==> src/rtl/bsg_clk_gen_pearl_freq_meter.sv <==
// rtl/bsg_clk_gen_pearl_freq_meter.sv - counts monitor clock rising edges over an N-cycle reference window
module bsg_clk_gen_pearl_freq_meter #(
    parameter int window_width_p = 16,
    parameter int count_width_p  = 16
) (
    input  logic                      clk_i,
    input  logic                      reset_n_i,
    input  logic                      monitor_i,
    input  logic [window_width_p-1:0] window_i,
    input  logic                      start_i,
    input  logic                      continuous_i,
    output logic                      busy_o,
    output logic                      v_o,
    input  logic                      yumi_i,
    output logic [count_width_p-1:0]  count_o,
    output logic                      overflow_o
);

    typedef enum logic [1:0] {
        ST_IDLE  = 2'd0,
        ST_COUNT = 2'd1,
        ST_DONE  = 2'd2
    } state_e;

    state_e                    state_q;
    logic                      sync1_q;
    logic                      sync2_q;
    logic                      prev_q;
    logic [window_width_p-1:0] win_q;
    logic [count_width_p-1:0]  cnt_q;
    logic                      ovf_q;

    logic rise_d;
    logic trigger_d;
    logic load_d;
    logic sat_d;

    assign rise_d    = sync2_q & ~prev_q;
    assign trigger_d = start_i | continuous_i;
    // A new window may open from IDLE, or from DONE in the same cycle the result is taken.
    assign load_d    = trigger_d & ((state_q == ST_IDLE) | ((state_q == ST_DONE) & yumi_i));
    assign sat_d     = &cnt_q;

    always_ff @(posedge clk_i or negedge reset_n_i) begin
        if (!reset_n_i) begin
            state_q <= ST_IDLE;
            sync1_q <= 1'b0;
            sync2_q <= 1'b0;
            prev_q  <= 1'b0;
            win_q   <= '0;
            cnt_q   <= '0;
            ovf_q   <= 1'b0;
        end else begin
            sync1_q <= monitor_i;
            sync2_q <= sync1_q;
            prev_q  <= sync2_q;
            if (load_d) begin
                win_q   <= window_i;
                cnt_q   <= '0;
                ovf_q   <= 1'b0;
                state_q <= (window_i == '0) ? ST_DONE : ST_COUNT;
            end else begin
                case (state_q)
                    ST_COUNT: begin
                        win_q <= win_q - window_width_p'(1);
                        if (rise_d) begin
                            if (sat_d) ovf_q <= 1'b1;
                            else       cnt_q <= cnt_q + count_width_p'(1);
                        end
                        if (win_q == window_width_p'(1)) state_q <= ST_DONE;
                    end
                    ST_DONE: begin
                        if (yumi_i) state_q <= ST_IDLE;
                    end
                    ST_IDLE: state_q <= ST_IDLE;
                    default: state_q <= ST_IDLE;
                endcase
            end
        end
    end

    assign busy_o     = (state_q == ST_COUNT);
    assign v_o        = (state_q == ST_DONE);
    assign count_o    = cnt_q;
    assign overflow_o = ovf_q;

endmodule

==> config.mk <==
export PLATFORM = sky130hd
export DESIGN_NAME = bsg_clk_gen_pearl_freq_meter
export DESIGN_NICKNAME = d
export VERILOG_FILES = /design/src/rtl/bsg_clk_gen_pearl_freq_meter.sv
export SDC_FILE = /design/constraint.sdc
export NUM_CORES = 1
export LEC_CHECK = 0
export ABC_AREA = 1
export ABC_CLOCK_PERIOD_IN_PS = 1690
export CAP_MARGIN = 20
export CORE_MARGIN = 3
export CORE_UTILIZATION = 48
export DETAILED_ROUTE_END_ITERATION = 12
export GPL_TIMING_DRIVEN = 1
export PLACE_DENSITY = 0.75
export SLEW_MARGIN = 20
export SYNTH_ARGS = -nofsm -noshare
export SYNTH_HDL_FRONTEND = slang
export SYNTH_SLANG_ARGS = --single-unit
export TNS_END_PERCENT = 30
==> constraint.sdc <==
create_clock -name clk_i -period 1.69 [get_ports clk_i]
set_clock_uncertainty 0.15 [all_clocks]
set_input_delay 0.338 -clock clk_i [delete_from_list [all_inputs] [get_ports clk_i]]
set_output_delay 0.338 -clock clk_i [all_outputs]
set_load 0.02 [all_outputs]
## After elaboration in Yosys (flattened, before gate mapping)

Cells that the tools add are included.

| word-level totals | value |
|---|---|
| register bits | 38 |
| output and inout bits | 19 |

| cells by class | value |
|---|---|
| bitwise gates (word level) | 6 |
| mux-type cells | 15 |
| reduce and logical (&&, ||, !) cells | 9 |
| add/sub/neg operators | 2 |
| eq/ne operators | 6 |

Operators by type and width:

| cell | number |
|---|---|
| 2-to-1 mux 16 bit | 6 |
| adder 16 x 1 -> 16 bit, second input constant | 1 |
| == test 16 x 1 -> 1 bit, second input constant | 1 |
| logical NOT 16 bit | 1 |
| AND reduction 16 bit | 1 |
| subtractor 16 x 1 -> 16 bit, second input constant | 1 |
| 2-to-1 mux 2 bit | 4 |
| != test 3 x 1 -> 1 bit, second input constant | 2 |
| AND reduction 3 bit | 2 |
| nonzero test 2 bit | 3 |
| 2-to-1 mux 1 bit | 4 |
| case mux 2 bit (2 select lines) | 1 |
| bitwise AND 1 bit | 3 |
| == test 2 x 1 -> 1 bit, second input constant | 1 |
| == test 2 bit, second input constant | 1 |
| logical NOT 2 bit | 1 |
| != test 2 bit, second input constant | 1 |
| OR 1 bit | 2 |
| AND reduction 2 bit | 1 |
| NOT 1 bit | 1 |

## Longest topological paths before layout

Gate-level depths: netlist (run 1).

| logic depth | value |
|---|---|
| word-level depth | 6 |
| mapped depth | 10 |
| mapped depth without buffers | 10 |

## Worst setup path before layout (run 1)

Ideal clock, no wire load.

| timing | value |
|---|---|
| kind | reg2reg |
| start point | register cnt_q[0] (netlist: count_o[0]) |
| end point | register cnt_q[11] (netlist: count_o[11]) |
| data arrival time | 1.485 ns |
| slack | -0.063 ns |
| library setup time | 0.119 ns |
| period minus slack after synthesis | 1.753 ns |
| stages on the path, launching flop included | 10 |
| path buffers | 1 |
| cells stage by stage | dfrtp_1 -> ha_1 -> nand3_2 -> inv_2 -> nand2_4 -> nor2_8 -> nor2_8 -> buf_6 -> nand4_1 -> nand2_1 |

| on the way | value |
|---|---|
| cells in the longest elaborated chain, start to end | 5 |
| elaborated cells between the ends (all ways) | 8 |
| those cells by class | add/sub: 1; eq/ne: 1; mux: 4; reduce/logical: 2 |

Ends and longest elaborated chain:

| element | RTL line | text |
|---|---|---|
| start: declaration | 30 | `logic [count_width_p-1:0] cnt_q;` |
| start signal: assignment | 68 | `else cnt_q <= cnt_q + count_width_p'(1);` |
| adder 16 x 1 -> 16 bit | 68 |  |
| 2-to-1 mux 16 bit | 67 | `if (sat_d) ovf_q <= 1'b1;` |
| 2-to-1 mux 16 bit | 66 | `if (rise_d) begin` |
| 2-to-1 mux 16 bit | 63 | `case (state_q)` |
| 2-to-1 mux 16 bit | 57 | `if (load_d) begin` |

Parallel ways exist; a longest one is shown, timed or not. The select of a mux whose other input is x is not followed.
A chain may end at the register's enable or synchronous reset.

## Worst setup path in the final report (run 1)

| timing | value |
|---|---|
| start point | register cnt_q[1] (netlist: count_o[1]) |
| end point | output count_o[1] |

RTL lines:

| element | RTL line | text |
|---|---|---|
| end: declaration | 15 | `output logic [count_width_p-1:0] count_o,` |

No word-level cell between the ends.

==> metrics.txt, run 1 <==
final setup fails=0; syn_area_per_cell=7.07 sq um; Max Cap Viol=0; Synth Warn #=0; Die Wd=77.1 um; share of cells above drive strength 1=around 20%; Clk Latency, worst-skew pair=0.30 ns; # rows=25; Synth top area share=slightly below 40%; grt met1 use=roughly a quarter; Tcrit/Tclk final=a little under 100%; PwrDens=675 mW/mm^2; Crit path required time=1.20 ns; Final Wtd Congestion=0.919; GR Layer Usage met3=4.34%; register area share after synthesis=39.2%; Crit Path Max Fanout=3; Syn-to-layout area delta=37.6%; PortBufs=40; fin crit period=~1.7 ns; Num CTS Buffers=5; Main synth FF type=dfrtp_1; first-pass GRT wire length=10400 um; M2 GR Usage=38.5%; post-route cell area=between 0.003 and 0.004 sq mm; root buf cell=clkbuf_8; Placed Area=0.00314 sq mm; CP startpoint kind=flop; Slew Viols, Final=0; DPL Wire Length=approximately 4700 um; I/O pin total=41; Routed WL=6380 um; Post-synth EDFFs=0; Starting Density=50.6%; status=complete, no violations; TNS Setup=0 ns; Vias=2524; CP arrival=1.18 ns; Layout Nets=~450; Hold WC Path Type=reg -> reg; Max VDD drop=slightly below 0.0004 V; die height=77.1 um; Max Clk Rate=around 600 MHz; R2R depth=10; combinational power share=21.2%; flops & latches, synth=38; # diodes=0; most common cell after layout, fill and taps aside=nand2_1; Post-Syn Nets=368; global route overflow=0; CTS tree=yes; post-detailed-route wirelength per cell=approximately 13 um; 1st-pass router iterations=4; FF+latch area=957 sq um; total die area=0.00594 sq mm; area occupied by multi-input gates=~0.0014 sq mm; clock sinks=38; most area-hungry cell type in the Yosys netlist=dfrtp_1; Slowest cell on crit path=dfrtp_2; NetSw=around 630 uW; initial antenna violation count=0; remaining antenna violation count=0; Sw Ratio=27.9%; Flop pwr share=44.5%; filler instances=roughly 410; unrepaired setup endpoints after global routing=yes; initial DRC count=between 100 and 150; core area=0.00479 sq mm; clock power share=roughly a third; area of the mapped netlist=0.00242 sq mm; Gate Count Post-Synth=343; worst hold path depth=0; main area contributors after synthesis=dfrtp_1 39%, nand2_1 18%, nor2_1 7.6%; crit-path cells=buf_4 > dlygate4sd2_1; Worst path max stage delay=0.43 ns; Yosys cell types=27; clock tree buffer depth=2; asr flop ratio synth=100%; vias in the first global route=2371; Worst Max-Slew Pin Slew=just over 0.5 ns; WS Path Type=reg -> out; commonest cells after routing, fill and taps aside=106 x nand2_1, 45 x nor2_1, 36 x inv_1; Worst slew margin=66.1%; CP endpoint kind=output pin; drc violations=0; Int Pwr=about 1.6 mW; gr busiest metal=met2; maximum number of pins on one net before global-route repair=22; final hold vios=0; Worst-path clk slew=0.08 ns; reg2reg setup slack=approximately 0.05 ns; Tot GR Track Use=21.8%; Pleak=between 1.5 and 2 nW; vias per cell=5.15; Max H-tree Level=2
-- power groups by stage --
| stage | Clock [mW] | Combinational (mW) | Sequential [mW] |
|---|---|---|---|
| 2_1_floorplan | 0 | 0.128 | 1.09 |
| 3_3_place_gp | 0 | 0.479 | 1.01 |
| 3_5_place_dp | 0 | 0.490 | 1.01 |
| 4_1_cts | 0.784 | 0.461 | 0.996 |
| 5_1_grt | 0.816 | 0.516 | 1.01 |
| 6_report | 0.773 | 0.477 | 1.00 |
-- logic make-up after synthesis --
kind of cell	Yosys count	share of synthesized area (%)
adder cells (fa/ha/maj)	3	1.55
flip-flops	38	39.2
AO/OA/AOI/OAI	26	6.76
XOR/XNOR	16	5.78
AND/OR/NAND/NOR	211	38.7
buffers and inverters	49	8.00
-- worst max-delay path, delay by kind of cell, from the launching register on --
family / cells / cell delay [ns]
buffers and inverters: 2 / 0.46
flip-flops: 1 / 0.43
-- flip-flops by register name, summed over array words and instances (netlist names) --
name,flops
prev_q,1
sync1_q,1
sync2_q,1
overflow_o,1
count_o,16
state_q,2
win_q,16
-- per-layer routing --
layer | wire length, um | share of wire (%)
met5 | 0 | 0
met4 | 112 | 1.8
met3 | 333 | 5.2
met2 | 3240 | 51
met1 | 2690 | 42
-- Yosys cell counts, types with 2 or more instances --
library cell,n
clkbuf_1,3
o21ai_2,2
nor2_1,49
nand4_1,13
nand2_1,113
o21ai_1,7
o22ai_1,4
dfrtp_1,38
nor2_8,3
o211ai_1,4
inv_1,38
o21bai_1,3
nand2_2,2
inv_2,4
buf_2,2
xor2_1,16
ha_1,3
nor2_2,3
nand3_1,25
o21ai_0,4
-- per-stage QoR --
step / util, % / std cells / hold slack [ns] / setup WS, ns / total power, mW
4_1_cts: 67.6 / 486 / 0.210 / -0.0146 / 2.24
5_1_grt: 69.7 / 490 / 0.230 / -0.0448 / 2.34
3_3_place_gp: 65.5 / 477 / 0.179 / -0.153 / 1.49
2_1_floorplan: - / 343 / -0.108 / 0.0376 / 1.22
6_report: 69.7 / 490 / 0.207 / 0.0172 / 2.25
3_5_place_dp: 65.5 / 477 / 0.183 / -0.198 / 1.50
-- path summary, 6_finish.rpt --
| path | to | start |
|---|---|---|
| setup / recovery | count_o[1] | count_o[1] |
| hold / removal | sync2_q | sync1_q |
| setup reg to reg | count_o[6] | state_q[1] |
| hold reg to reg | sync2_q | sync1_q |
| max in group asynchronous | win_q[10] | reset_n_i |
| min in group asynchronous | count_o[1] | reset_n_i |
-- layout make-up --
type,instances,share of cell area [%]
clock inverters,3,1.20
well taps,67,2.51
multi-input cells,257,40.8
repair buffers,77,19.8
clock buffers,5,2.06
inverters,43,4.84
flip-flops and latches,38,28.7
-- repair_timing --
action	4_1_cts	5_1_grt
pin swaps	0	8
setup buffers	0	3
setup endpoints to repair	31	23
gates resized for setup	24	24
hold buffers	1	0
gates cloned	0	1
endpoints found under the hold margin	19	0
No activity file was read; power rests on OpenSTA's default activity.
==> inputs of run 2 (changes only) <==
--- a/config.mk
+++ b/config.mk
@@ -6,13 +6,14 @@
 export NUM_CORES = 1
 export LEC_CHECK = 0
 export ABC_AREA = 1
-export ABC_CLOCK_PERIOD_IN_PS = 1690
+export ABC_CLOCK_PERIOD_IN_PS = 1700
 export CAP_MARGIN = 20
 export CORE_MARGIN = 3
-export CORE_UTILIZATION = 48
+export CORE_UTILIZATION = 49
+export CTS_CLUSTER_DIAMETER = 150
 export DETAILED_ROUTE_END_ITERATION = 12
 export GPL_TIMING_DRIVEN = 1
-export PLACE_DENSITY = 0.75
+export PLACE_DENSITY = 0.74
 export SLEW_MARGIN = 20
 export SYNTH_ARGS = -nofsm -noshare
 export SYNTH_HDL_FRONTEND = slang
==> constraint.sdc (replaced) <==
create_clock -name clk_i -period 1.7 [get_ports clk_i]
set_clock_uncertainty 0.15 [all_clocks]
set_input_delay 0.34 -clock clk_i [delete_from_list [all_inputs] [get_ports clk_i]]
set_output_delay 0.34 -clock clk_i [all_outputs]
set_load 0.02 [all_outputs]
==> metrics.txt, run 2 (same netlist as run 1, synthesis figures left out) <==
Max VDD drop=0.000609 V (+58%); Tot GR Track Use=22.7% (+0.94 points); Max Cap Viol=0 (unchanged); CP endpoint kind=output pin; # rows=24 (-4.0%); clock tree buffer depth=2 (unchanged); Worst slew margin=77.5% (+11 points); Worst path max stage delay=0.43 ns (about the same); I/O pin total=41 (unchanged); Num CTS Buffers=5 (unchanged); Hold WC Path Type=reg -> reg; 1st-pass router iterations=5 (+1); most common cell after layout, fill and taps aside=nand2_1; crit-path cells=buf_4 > dlygate4sd2_1; Placement Setup Slack=-0.105 ns (+0.0934 ns); initial DRC count=221 (+58%); Crit path required time=1.21 ns (about the same); final hold vios=0 (unchanged); Vias=2456 (-2.7%); unrepaired setup endpoints after global routing=yes; DR top layer=met4; root buf cell=clkbuf_8; Max Clk Rate=598 MHz; Worst Path Buf+Inv=2 (unchanged); fin crit period=1.67 ns; remaining antenna violation count=0 (unchanged); DPL Wire Length=4720 um (+1.4%); post-detailed-route wirelength per cell=13.9 um (+6.9%); CP startpoint kind=flop; Final Wtd Congestion=0.900 (-2.1%); DR WL met3=555 um (+67%); first-pass GRT wire length=10800 um (+4.1%); TNS Setup=0 ns (unchanged); PortBufs=40 (unchanged); Crit Path Max Fanout=3 (unchanged); commonest cells after routing, fill and taps aside=110 x nand2_1, 47 x nor2_1, 36 x inv_1; Routed WL=6720 um (+5.4%); Syn-to-layout area delta=38.4%; Pleak=1.59 nW (-1.3%); initial antenna violation count=0 (unchanged); Clk Latency, worst-skew pair=0.29 ns (about the same); final setup fails=0 (unchanged); Worst Max-Slew Pin Slew=0.337 ns (-0.171 ns); die height=76.3 um (-0.94%); drc violations=0 (unchanged); PwrDens=727 mW/mm^2 (+7.7%); setup slack after layout=0.0290 ns (+0.0117 ns); wire length on met2=3110 um (-3.9%); global route overflow=0 (unchanged); total die area=0.00583 sq mm (-1.9%); Worst-path clk slew=0.08 ns (about the same); Slew Viols, Final=0 (unchanged); CTS tree=yes; clock sinks=38 (unchanged); met1 WL=3030 um (+12%); CP arrival=1.18 ns (about the same); vias per cell=5.08 (-1.3%); Layout Nets=442 (-1.1%); CP top delay family=buffers and inverters; WS Path Type=reg -> out; share of cells above drive strength 1=18.7% (-1.4 points); vias in the first global route=2214 (-6.6%); maximum number of pins on one net before global-route repair=18 (-18%); Tcrit/Tclk final=between 90% and 100%; Max H-tree Level=2 (unchanged); core area=0.00456 sq mm (-4.6%); Starting Density=53.1% (+2.5 points); status=complete, no violations; Die Wd=76.3 um (-0.94%); # diodes=0 (unchanged); Slowest cell on crit path=dfrtp_2
[run 2: changes by cell type in the layout (fill, tap and decap cells not counted), sizes merged]
cell / delta
buf: -5
bufinv: +1
clkinv: -2
clkbuf: +1
[run 2: layer usage]
metal	GRT usage [%]	up-vias
li1	-	1231
met3	3.07	2
met5	0	-
met4	7.25	0
met2	34.0	95
met1	33.8	1128
[run 2: through the flow]
| step | utilization [%] | instance area (sq um) | hold slack (ns) | std cells | total power, mW |
|---|---|---|---|---|---|
| detailed placement | 67.0 | 3060 | 0.118 | 465 | 1.45 |
| global route | 73.5 | 3350 | 0.234 | 483 | 2.54 |
| floorplan | - | 2430 | -0.106 | 343 | 1.21 |
| CTS | 70.0 | 3200 | 0.217 | 474 | 2.39 |
| finish | 73.5 | 3350 | 0.215 | 483 | 2.44 |
| global placement | 67.0 | 3060 | 0.113 | 465 | 1.43 |
[run 2: cell type report]
| type | instances | area [sq um] |
|---|---|---|
| flip-flops and latches | 38 | 962 |
| fillers | 399 | 1210 |
| repair buffers | 72 | 646 |
| well taps | 65 | 81.3 |
| multi-input cells | 257 | 1360 |
| inverters | 43 | 164 |
| clock inverters | 2 | 60.1 |
| clock buffers | 6 | 82.6 |
[run 2: final timing paths]
check                              endpoint  startpoint  slack (ns)  depth (start not counted)
max in group asynchronous         win_q[15]   reset_n_i        0.53                          3
worst min register to register      sync2_q     sync1_q        0.22                          0
min in group asynchronous        count_o[2]   reset_n_i        0.32                          2
worst max register to register  count_o[13]  count_o[1]        0.05                          7
worst max-delay path             count_o[1]  count_o[1]        0.03                          2
worst min-delay path                sync2_q     sync1_q        0.22                          0
[run 2: what timing repair did]
action                                 CTS  global route
setup endpoints to repair               29            19
buffers inserted                         0             8
gates cloned                             0             1
hold buffers                             1             0
pin swaps                                1             5
endpoints found under the hold margin   13             0
resized for setup                       24            26
[run 2: power breakdown]
part / leakage, nW / internal [mW] / switching (mW)
sequential: 0.430 / 0.959 / 0.0773
combinational: 1.09 / 0.201 / 0.233
clock: 0.0714 / 0.626 / 0.342
